[config.mk]
export PLATFORM = sky130hd
export DESIGN_NAME = regfile_scoreboard
export DESIGN_NICKNAME = d
export VERILOG_FILES = /design/src/rtl/regfile_pkg.sv /design/src/rtl/regfile_busy_table.sv /design/src/rtl/regfile_scoreboard.sv
export SDC_FILE = /design/constraint.sdc
export NUM_CORES = 2
export LEC_CHECK = 0
export BUFFER_PORTS_ARGS = -buffer_cell sky130_fd_sc_hd__buf_2
export CAP_MARGIN = 20
export CORE_MARGIN = 1
export CORE_UTILIZATION = 34
export CTS_CLUSTER_SIZE = 14
export DETAILED_ROUTE_END_ITERATION = 8
export MAX_ROUTING_LAYER = met4
export SLEW_MARGIN = 20
export SYNTH_ARGS = -nofsm -noshare
export SYNTH_HDL_FRONTEND = slang
export SYNTH_SLANG_ARGS = --single-unit
export TNS_END_PERCENT = 5
[constraint.sdc]
create_clock -name clk -period 8.7 [get_ports clk]
set_clock_uncertainty 0.15 [all_clocks]
set_input_delay 0.435 -clock clk [delete_from_list [all_inputs] [get_ports clk]]
set_output_delay 0.435 -clock clk [all_outputs]
set_load 0.02 [all_outputs]
[src/rtl/regfile_pkg.sv]
// rtl/regfile_pkg.sv - shared constants for the register file and busy scoreboard
package regfile_pkg;

    localparam int DEF_WIDTH  = 32;
    localparam int DEF_ADDR_W = 5;
    // Entry that reads as zero and ignores writes/issues when ZERO_REG=1.
    localparam int ZERO_ADDR  = 0;

endpackage

[src/rtl/regfile_busy_table.sv]
// rtl/regfile_busy_table.sv - per-register pending-write scoreboard with two lookups
//
// Ports:
//   clk, reset               clock, synchronous active-high reset
//   set_en, set_addr         issue: mark set_addr busy at the edge
//   clr_en, clr_addr         writeback: clear clr_addr at the edge
//   lookup_addr1/2           combinational lookup addresses
//   busy1/2                  busy state of the looked-up entries
module regfile_busy_table
    import regfile_pkg::*;
#(
    parameter int ADDR_W   = DEF_ADDR_W,
    parameter int ZERO_REG = 1,
    parameter int BYPASS   = 1
) (
    input  logic              clk,
    input  logic              reset,
    input  logic              set_en,
    input  logic [ADDR_W-1:0] set_addr,
    input  logic              clr_en,
    input  logic [ADDR_W-1:0] clr_addr,
    input  logic [ADDR_W-1:0] lookup_addr1,
    input  logic [ADDR_W-1:0] lookup_addr2,
    output logic              busy1,
    output logic              busy2
);

    localparam int DEPTH = 2**ADDR_W;
    localparam logic [ADDR_W-1:0] ZADDR = ADDR_W'(ZERO_ADDR);

    logic [DEPTH-1:0] busy_q;
    logic [DEPTH-1:0] busy_d;
    logic             set_ok;
    logic             clr_ok;

    assign set_ok = set_en && !((ZERO_REG != 0) && (set_addr == ZADDR));
    assign clr_ok = clr_en && !((ZERO_REG != 0) && (clr_addr == ZADDR));

    // Clear first, then set: on a shared address the newer producer stays pending.
    always_comb begin
        busy_d = busy_q;
        if (clr_ok) busy_d[clr_addr] = 1'b0;
        if (set_ok) busy_d[set_addr] = 1'b1;
    end

    always_ff @(posedge clk) begin
        if (reset) busy_q <= '0;
        else       busy_q <= busy_d;
    end

    function automatic logic lookup(input logic [DEPTH-1:0]  vec,
                                    input logic [ADDR_W-1:0] a,
                                    input logic              wen,
                                    input logic [ADDR_W-1:0] wa);
        logic r;
        r = vec[a];
        // A write landing this cycle makes the forwarded value available now.
        if ((BYPASS != 0) && wen && (wa == a)) r = 1'b0;
        if ((ZERO_REG != 0) && (a == ZADDR))   r = 1'b0;
        return r;
    endfunction

    always_comb begin
        busy1 = lookup(busy_q, lookup_addr1, clr_en, clr_addr);
        busy2 = lookup(busy_q, lookup_addr2, clr_en, clr_addr);
    end

endmodule

[src/rtl/regfile_scoreboard.sv]
// rtl/regfile_scoreboard.sv - 2R/1W register file with zero reg, bypass and busy scoreboard
//
// Ports:
//   clk, reset                     clock, synchronous active-high reset
//   readaddr1/2, readdata1/2       read ports (combinational or registered by READ_REG)
//   busy1/2                        pending-write flag for readaddr1/2 (always combinational)
//   writeaddr, writedata, wrenable write port; a write also clears busy[writeaddr]
//   issue_en, issue_addr           mark a destination busy
module regfile_scoreboard
    import regfile_pkg::*;
#(
    parameter int WIDTH    = DEF_WIDTH,
    parameter int ADDR_W   = DEF_ADDR_W,
    parameter int ZERO_REG = 1,
    parameter int BYPASS   = 1,
    parameter int READ_REG = 0
) (
    input  logic              clk,
    input  logic              reset,
    input  logic [ADDR_W-1:0] readaddr1,
    input  logic [ADDR_W-1:0] readaddr2,
    output logic [WIDTH-1:0]  readdata1,
    output logic [WIDTH-1:0]  readdata2,
    output logic              busy1,
    output logic              busy2,
    input  logic [ADDR_W-1:0] writeaddr,
    input  logic [WIDTH-1:0]  writedata,
    input  logic              wrenable,
    input  logic              issue_en,
    input  logic [ADDR_W-1:0] issue_addr
);

    localparam int DEPTH = 2**ADDR_W;
    localparam logic [ADDR_W-1:0] ZADDR = ADDR_W'(ZERO_ADDR);

    logic [WIDTH-1:0] mem [DEPTH];
    logic             wr_ok;
    logic [WIDTH-1:0] rd1_c;
    logic [WIDTH-1:0] rd2_c;

    assign wr_ok = wrenable && !((ZERO_REG != 0) && (writeaddr == ZADDR));

    always_ff @(posedge clk) begin
        if (reset) begin
            for (int i = 0; i < DEPTH; i++) mem[i] <= '0;
        end else if (wr_ok) begin
            mem[writeaddr] <= writedata;
        end
    end

    // Zero register has the last word so it wins over a forwarded write to entry 0.
    always_comb begin
        rd1_c = mem[readaddr1];
        rd2_c = mem[readaddr2];
        if ((BYPASS != 0) && wrenable && (writeaddr == readaddr1)) rd1_c = writedata;
        if ((BYPASS != 0) && wrenable && (writeaddr == readaddr2)) rd2_c = writedata;
        if ((ZERO_REG != 0) && (readaddr1 == ZADDR)) rd1_c = '0;
        if ((ZERO_REG != 0) && (readaddr2 == ZADDR)) rd2_c = '0;
    end

    generate
        if (READ_REG != 0) begin : g_rd_reg
            logic [WIDTH-1:0] rd1_q;
            logic [WIDTH-1:0] rd2_q;
            always_ff @(posedge clk) begin
                if (reset) begin
                    rd1_q <= '0;
                    rd2_q <= '0;
                end else begin
                    rd1_q <= rd1_c;
                    rd2_q <= rd2_c;
                end
            end
            assign readdata1 = rd1_q;
            assign readdata2 = rd2_q;
        end else begin : g_rd_comb
            assign readdata1 = rd1_c;
            assign readdata2 = rd2_c;
        end
    endgenerate

    regfile_busy_table #(
        .ADDR_W   (ADDR_W),
        .ZERO_REG (ZERO_REG),
        .BYPASS   (BYPASS)
    ) u_busy (
        .clk          (clk),
        .reset        (reset),
        .set_en       (issue_en),
        .set_addr     (issue_addr),
        .clr_en       (wrenable),
        .clr_addr     (writeaddr),
        .lookup_addr1 (readaddr1),
        .lookup_addr2 (readaddr2),
        .busy1        (busy1),
        .busy2        (busy2)
    );

endmodule
Word level (Yosys, flattened, before mapping)
Memory sizes are Yosys's and may differ from the RTL's.
Index checks and enable logic that the tools add are counted.
{"block": "totals", "register_bits": 32, "ramBits": 1024, "input_bits": 56, "out_inout_bits": 66, "wordCells": 52, "mem_count": 1}
{"block": "op_classes", "order_cmp": 6, "n_eq_ne": 2, "muxes": 26, "bitwise": 3, "n_reduce_logical": 13}
{"memory": "mem", "depth": 32, "width": 32, "read_ports": 2, "rd_ports_with_merged_regs": 0, "wr": 32, "line": "regfile_scoreboard.sv:36", "rtl": "logic [WIDTH-1:0] mem [DEPTH];"}
{"op": "two-way mux 32 bit", "count": 7}
{"op": "bitwise AND 32 bit", "count": 1}
{"op": "inverter 32 bit", "count": 1}
{"op": "OR 32 bit", "count": 1}
{"op": "OR reduction 32 bit", "count": 1}
{"op": "less-than comparator 5 x 6 -> 1 bit (second input constant)", "count": 4}
{"op": "logical NOT 5 bit", "count": 4}
{"op": "two-way mux 1 bit", "count": 14}
{"op": "binary-select mux 1 bit (select 5 bit)", "count": 2}
{"op": "demux 1 bit (select 5 bit)", "count": 2}
{"op": "equality test 5 bit", "count": 2}
{"op": "greater-or-equal comparator 5 x 1 -> 1 bit (second input constant)", "count": 2}
{"op": "logical AND 1 bit", "count": 6}
{"op": "two-way mux 5 bit", "count": 1}
{"op": "logical NOT 1 bit", "count": 2}

Logic depth before layout (Yosys ltp)
{"block": "depth", "word_depth": 9, "mapped_depth": 10, "mapped_depth_nobuf": 5}

By module
A second synthesis with hierarchy kept.
{"block": "hier_totals", "hier_cells": 3981, "area_unflattened_um2": 56701.9}
{"module": "regfile_scoreboard", "n_inst": 1, "cells_each": 3740, "area_each_um2": 54722.5, "seq_area_each_um2": 30749.5}
{"module": "regfile_busy_table", "n_inst": 1, "cells_each": 241, "area_each_um2": 1979.4, "seq_area_each_um2": 620.6}

Least setup slack after synthesis
Ideal clock, no wire load.
{"block": "synth_timing", "kind": "input port to flip-flop", "start": "in writeaddr[4]", "end": "mem mem[4][0] (netlist name) (enable)", "arrival_time_ps": 2686, "path_slack_ps": 5435, "stages": 3, "path_buffers": 1, "cell_sequence": "buf_2 > or3b_2 > o21bai_1"}
{"element": "start: declaration", "line": "regfile_scoreboard.sv:26", "rtl": "input logic [ADDR_W-1:0] writeaddr,"}
{"element": "end: declaration", "line": "regfile_scoreboard.sv:36"}

Worst setup path after layout
{"block": "layout_timing", "start": "in readaddr1[1]", "end": "out readdata1[5]"}
{"block": "layout_via", "elab_chain_len": 4}
{"element": "start: declaration", "line": "regfile_scoreboard.sv:20", "rtl": "input logic [ADDR_W-1:0] readaddr1,"}
{"element": "branches (longest 3 deep; another with memory read (32 x 32 bit))"}
{"element": "two-way mux 32 bit *", "line": "regfile_scoreboard.sv:57", "rtl": "if ((ZERO_REG != 0) && (readaddr1 == ZADDR)) rd1_c = '0;"}
{"element": "end: declaration", "line": "regfile_scoreboard.sv:22", "rtl": "output logic [WIDTH-1:0] readdata1,"}
Every way passes the cells marked *.

==> out/metrics.cfg <==
[sta]
setup_ws_ns=3.98
timing.final.crit_period_ns=4.72
relSlewSlack_pct=19.2
finalMaxSlewViolations=0
total_negative_slack_for_setup_checks_ns=0
setup_viol=0
hold_violations_final=0
fin_hold_ws_ns=0.187
maxClockFrequency_mhz=212
layout_worst_path_cycle_share_pct=54.3
worst_slew_pin_slew_ns=1.21
rsz0062_at_grt=false

[power_and_ir_drop]
finalPower_mw=12.2
cellPowerDensity_mw_per_mm2=193
max-vdd-ir-drop_mv=0.167
p_leak_nw=21.3

[setup_path]
critical_path.max_fanout=48
crit_reg_reg_endpoint=u_busy.busy_q[8]$_SDFF_PP0_
worst-endpoint-arrival_ns=4.14
timing.critical_path.from=readaddr1[1]
r2r_slack_ns=7.90
worst_setup_path_start_kind=primary input
r2r_start=u_busy.busy_q[8]$_SDFF_PP0_
crit_type=primary input to output pin
cp-end-kind=output pin
worst-endpoint-required_ns=8.12
r2r_cells=2
critical_path.endpoint=readdata1[5]

[clocking]
cts_post_setup_buffers_inserted=0
cts_sinks=1056
clk_buf_depth=3
tritoncts_buffers=110
cts.clk_slew.worst_paths_ns=0.07
clockRootBuffer=clkbuf_16
tritoncts_clock_tree=done
cts_max_level=3
worst_skew_pair.late_latency_ns=0.73

[grt]
wire_length_of_the_first_global_routing_pass_microns=288000
gr-total-overflow=0
pin_count_of_the_biggest_net_entering_global_routing=92
grt_pass1_vias=36800
antenna_found_initial=26
global_route.usage.total_pct=24.9

[min_path]
min-delay-path-class=primary input to flip-flop

[yosys]
synth-edff-count=1024
synthesis.yosys.warnings=0
ys.flop_type=edfxtp_1
gate_count_of_the_mapped_netlist=3941
synth.yosys.seq_area_share_pct=55.1
syn-cell-area_sq_mm=0.0570
synthDistinctLibCells=71
synthArstFlopShare_pct=0
syn-mean-instance-area_sq_um=14.5
ys_seq_elements=1056
post-synth-top-area-fraction_pct=54.0
synth.largest_area_cell=edfxtp_1
yosys-top-cells-area=edfxtp_1, mux4_2, and2_1

[die]
die-width_microns=411
die-area_sq_mm=0.169
die_h_microns=411
design.portCount=122
std_cell_rows=149
coreArea_sq_mm=0.166
start_util_pct=34.4

[final_layout]
final_layout_size_suffix_gt1_share_pct=24.1
ff_latch_area_sq_mm=0.0314
finish.net_count=3958
multi_input_area_sq_mm=0.0239
area_delta_synth_final_pct=11.0
fillcell_total=15400
fin_cells=6204

[placed_design]
detailedPlacementHpwl_microns=124000
io_buffers=121
preCtsSetupSlack_ns=4.06
numPlacedInstances=5970
routabilityCongestion=0.881

[drt]
drt-pass1-iter-count=8
finalWirelength_microns=207000
final_antenna_net_count=0
post_drt_wl_per_cell_microns=33.3
dr.first_iter.drc_count=5315
routed-via-count=37400
via_per_instance_ratio=6.04
drt_drc_violations_left=0

[run_status]
status=completed

[flow_run]
drv.max_cap_violation_count=0

## metrics by stage
stage	area (sq um)	utilization [%]
2_1_floorplan	57100	-
3_3_place_gp	59600	36.0
3_5_place_dp	59600	36.0
4_1_cts	63100	38.1
5_1_grt	63200	38.2
6_report	63200	38.2
## critical path: stages
cell and delay (ns):
buf_8 0.39, buf_4 0.79, buf_4 0.63, mux4_2 0.33, nand2b_1 0.06, a32oi_1 0.55, o21ai_0 0.36, o22ai_1 0.26
buf_2 0.20
## per-layer routing
layer	vias to the layer above	wire length, microns	share of wire (%)	track usage (%)
met4	0	9290	4.5	10.6
li1	15100	-	-	-
met3	491	23100	11	6.11
met2	2467	95900	46	37.7
met1	19400	78200	38	31.7
met5	-	0	0	-
## worst min-delay path by stage
stage | startpoint | depth (start not counted) | slack (ns) | end
final | writedata[12] | 2 | 0.19 | mem[24][12]$_SDFFCE_PN0P_
after global routing | writedata[12] | 2 | 0.22 | mem[24][12]$_SDFFCE_PN0P_
after CTS | writeaddr[0] | 4 | 0.15 | u_busy.busy_q[3]$_SDFF_PP0_
after detailed placement | u_busy.busy_q[3]$_SDFF_PP0_ | 2 | 0.32 | u_busy.busy_q[3]$_SDFF_PP0_
after global placement | u_busy.busy_q[3]$_SDFF_PP0_ | 2 | 0.31 | u_busy.busy_q[3]$_SDFF_PP0_
after floorplan | u_busy.busy_q[0]$_SDFF_PP0_ | 1 | 0.30 | u_busy.busy_q[0]$_SDFF_PP0_
## state kept, by name (all words and copies together), names as in the netlist
name	count
mem	1024
u_busy.busy_q	32
## cell usage after synthesis (all sizes together) (7+ instances only)
cell type,count
dfxtp,32
o22ai,91
o211ai,8
o21bai,9
a211oi,29
nor2b,28
nor4,14
nand3,21
o221ai,14
a21oi,30
o211a,8
clkbuf,253
inv,36
or4,14
nand4,10
nand2b,21
a22o,21
nor2,94
a221o,8
o21ai,76
edfxtp,1024
nor3,12
and2,998
mux4,472
a32oi,14
mux2,37
nor4b,7
a21o,19
a22oi,83
mux2i,97
nand2,115
buf,158
a221oi,13
## power breakdown
part	leakage, nW	switching [mW]	internal (mW)
sequential	10.0	0.137	5.86
clock	1.64	2.08	2.55
combinational	9.66	0.994	0.598
total	21.3	3.21	9.01
## cell type report
cell class                      count  share of cell area [%]
Antenna cell                       24                  0.0950
Clock buffer                      133                    4.56
Clock inverter                     68                   0.835
Inverter                           38                   0.226
Multi-Input combinational cell   2467                    37.8
Sequential cell                  1056                    49.7
Tap cell                         2189                    4.33
Timing Repair Buffer              229                    2.44
## cells in the final DEF, fill, tap and decap left out, drive strengths merged, types with 30 or more instances in the layout
master,count
conb,32
and2,998
clkbuf,133
nand2,115
dfxtp,32
nor2,94
o22ai,91
a22oi,83
clkinv,53
edfxtp,1024
o21ai,76
a21oi,30
mux2i,97
mux2,37
buf,220
inv,38
mux4,472
## cell families (layout without fill, tap and decap cells)
kind of cell	after synthesis	count (layout)	synth area share (%)
and+or+nand+nor	1367	1367	14.2
DFF	1056	1056	55.1
muxes	606	606	21.1
AOI/OAI and AO/OA	452	452	5.57
buffers and inverters	449	468	3.88
xor gates and xnor gates	10	10	0.154
other	1	56	0.00658
## what timing repair did
action                                 4_1_cts  5_1_grt
endpoints found under the hold margin       25        0
hold buffers                                 9        0
gates resized for setup                      0        0
Note: power is estimated with default switching activity, not from simulation.
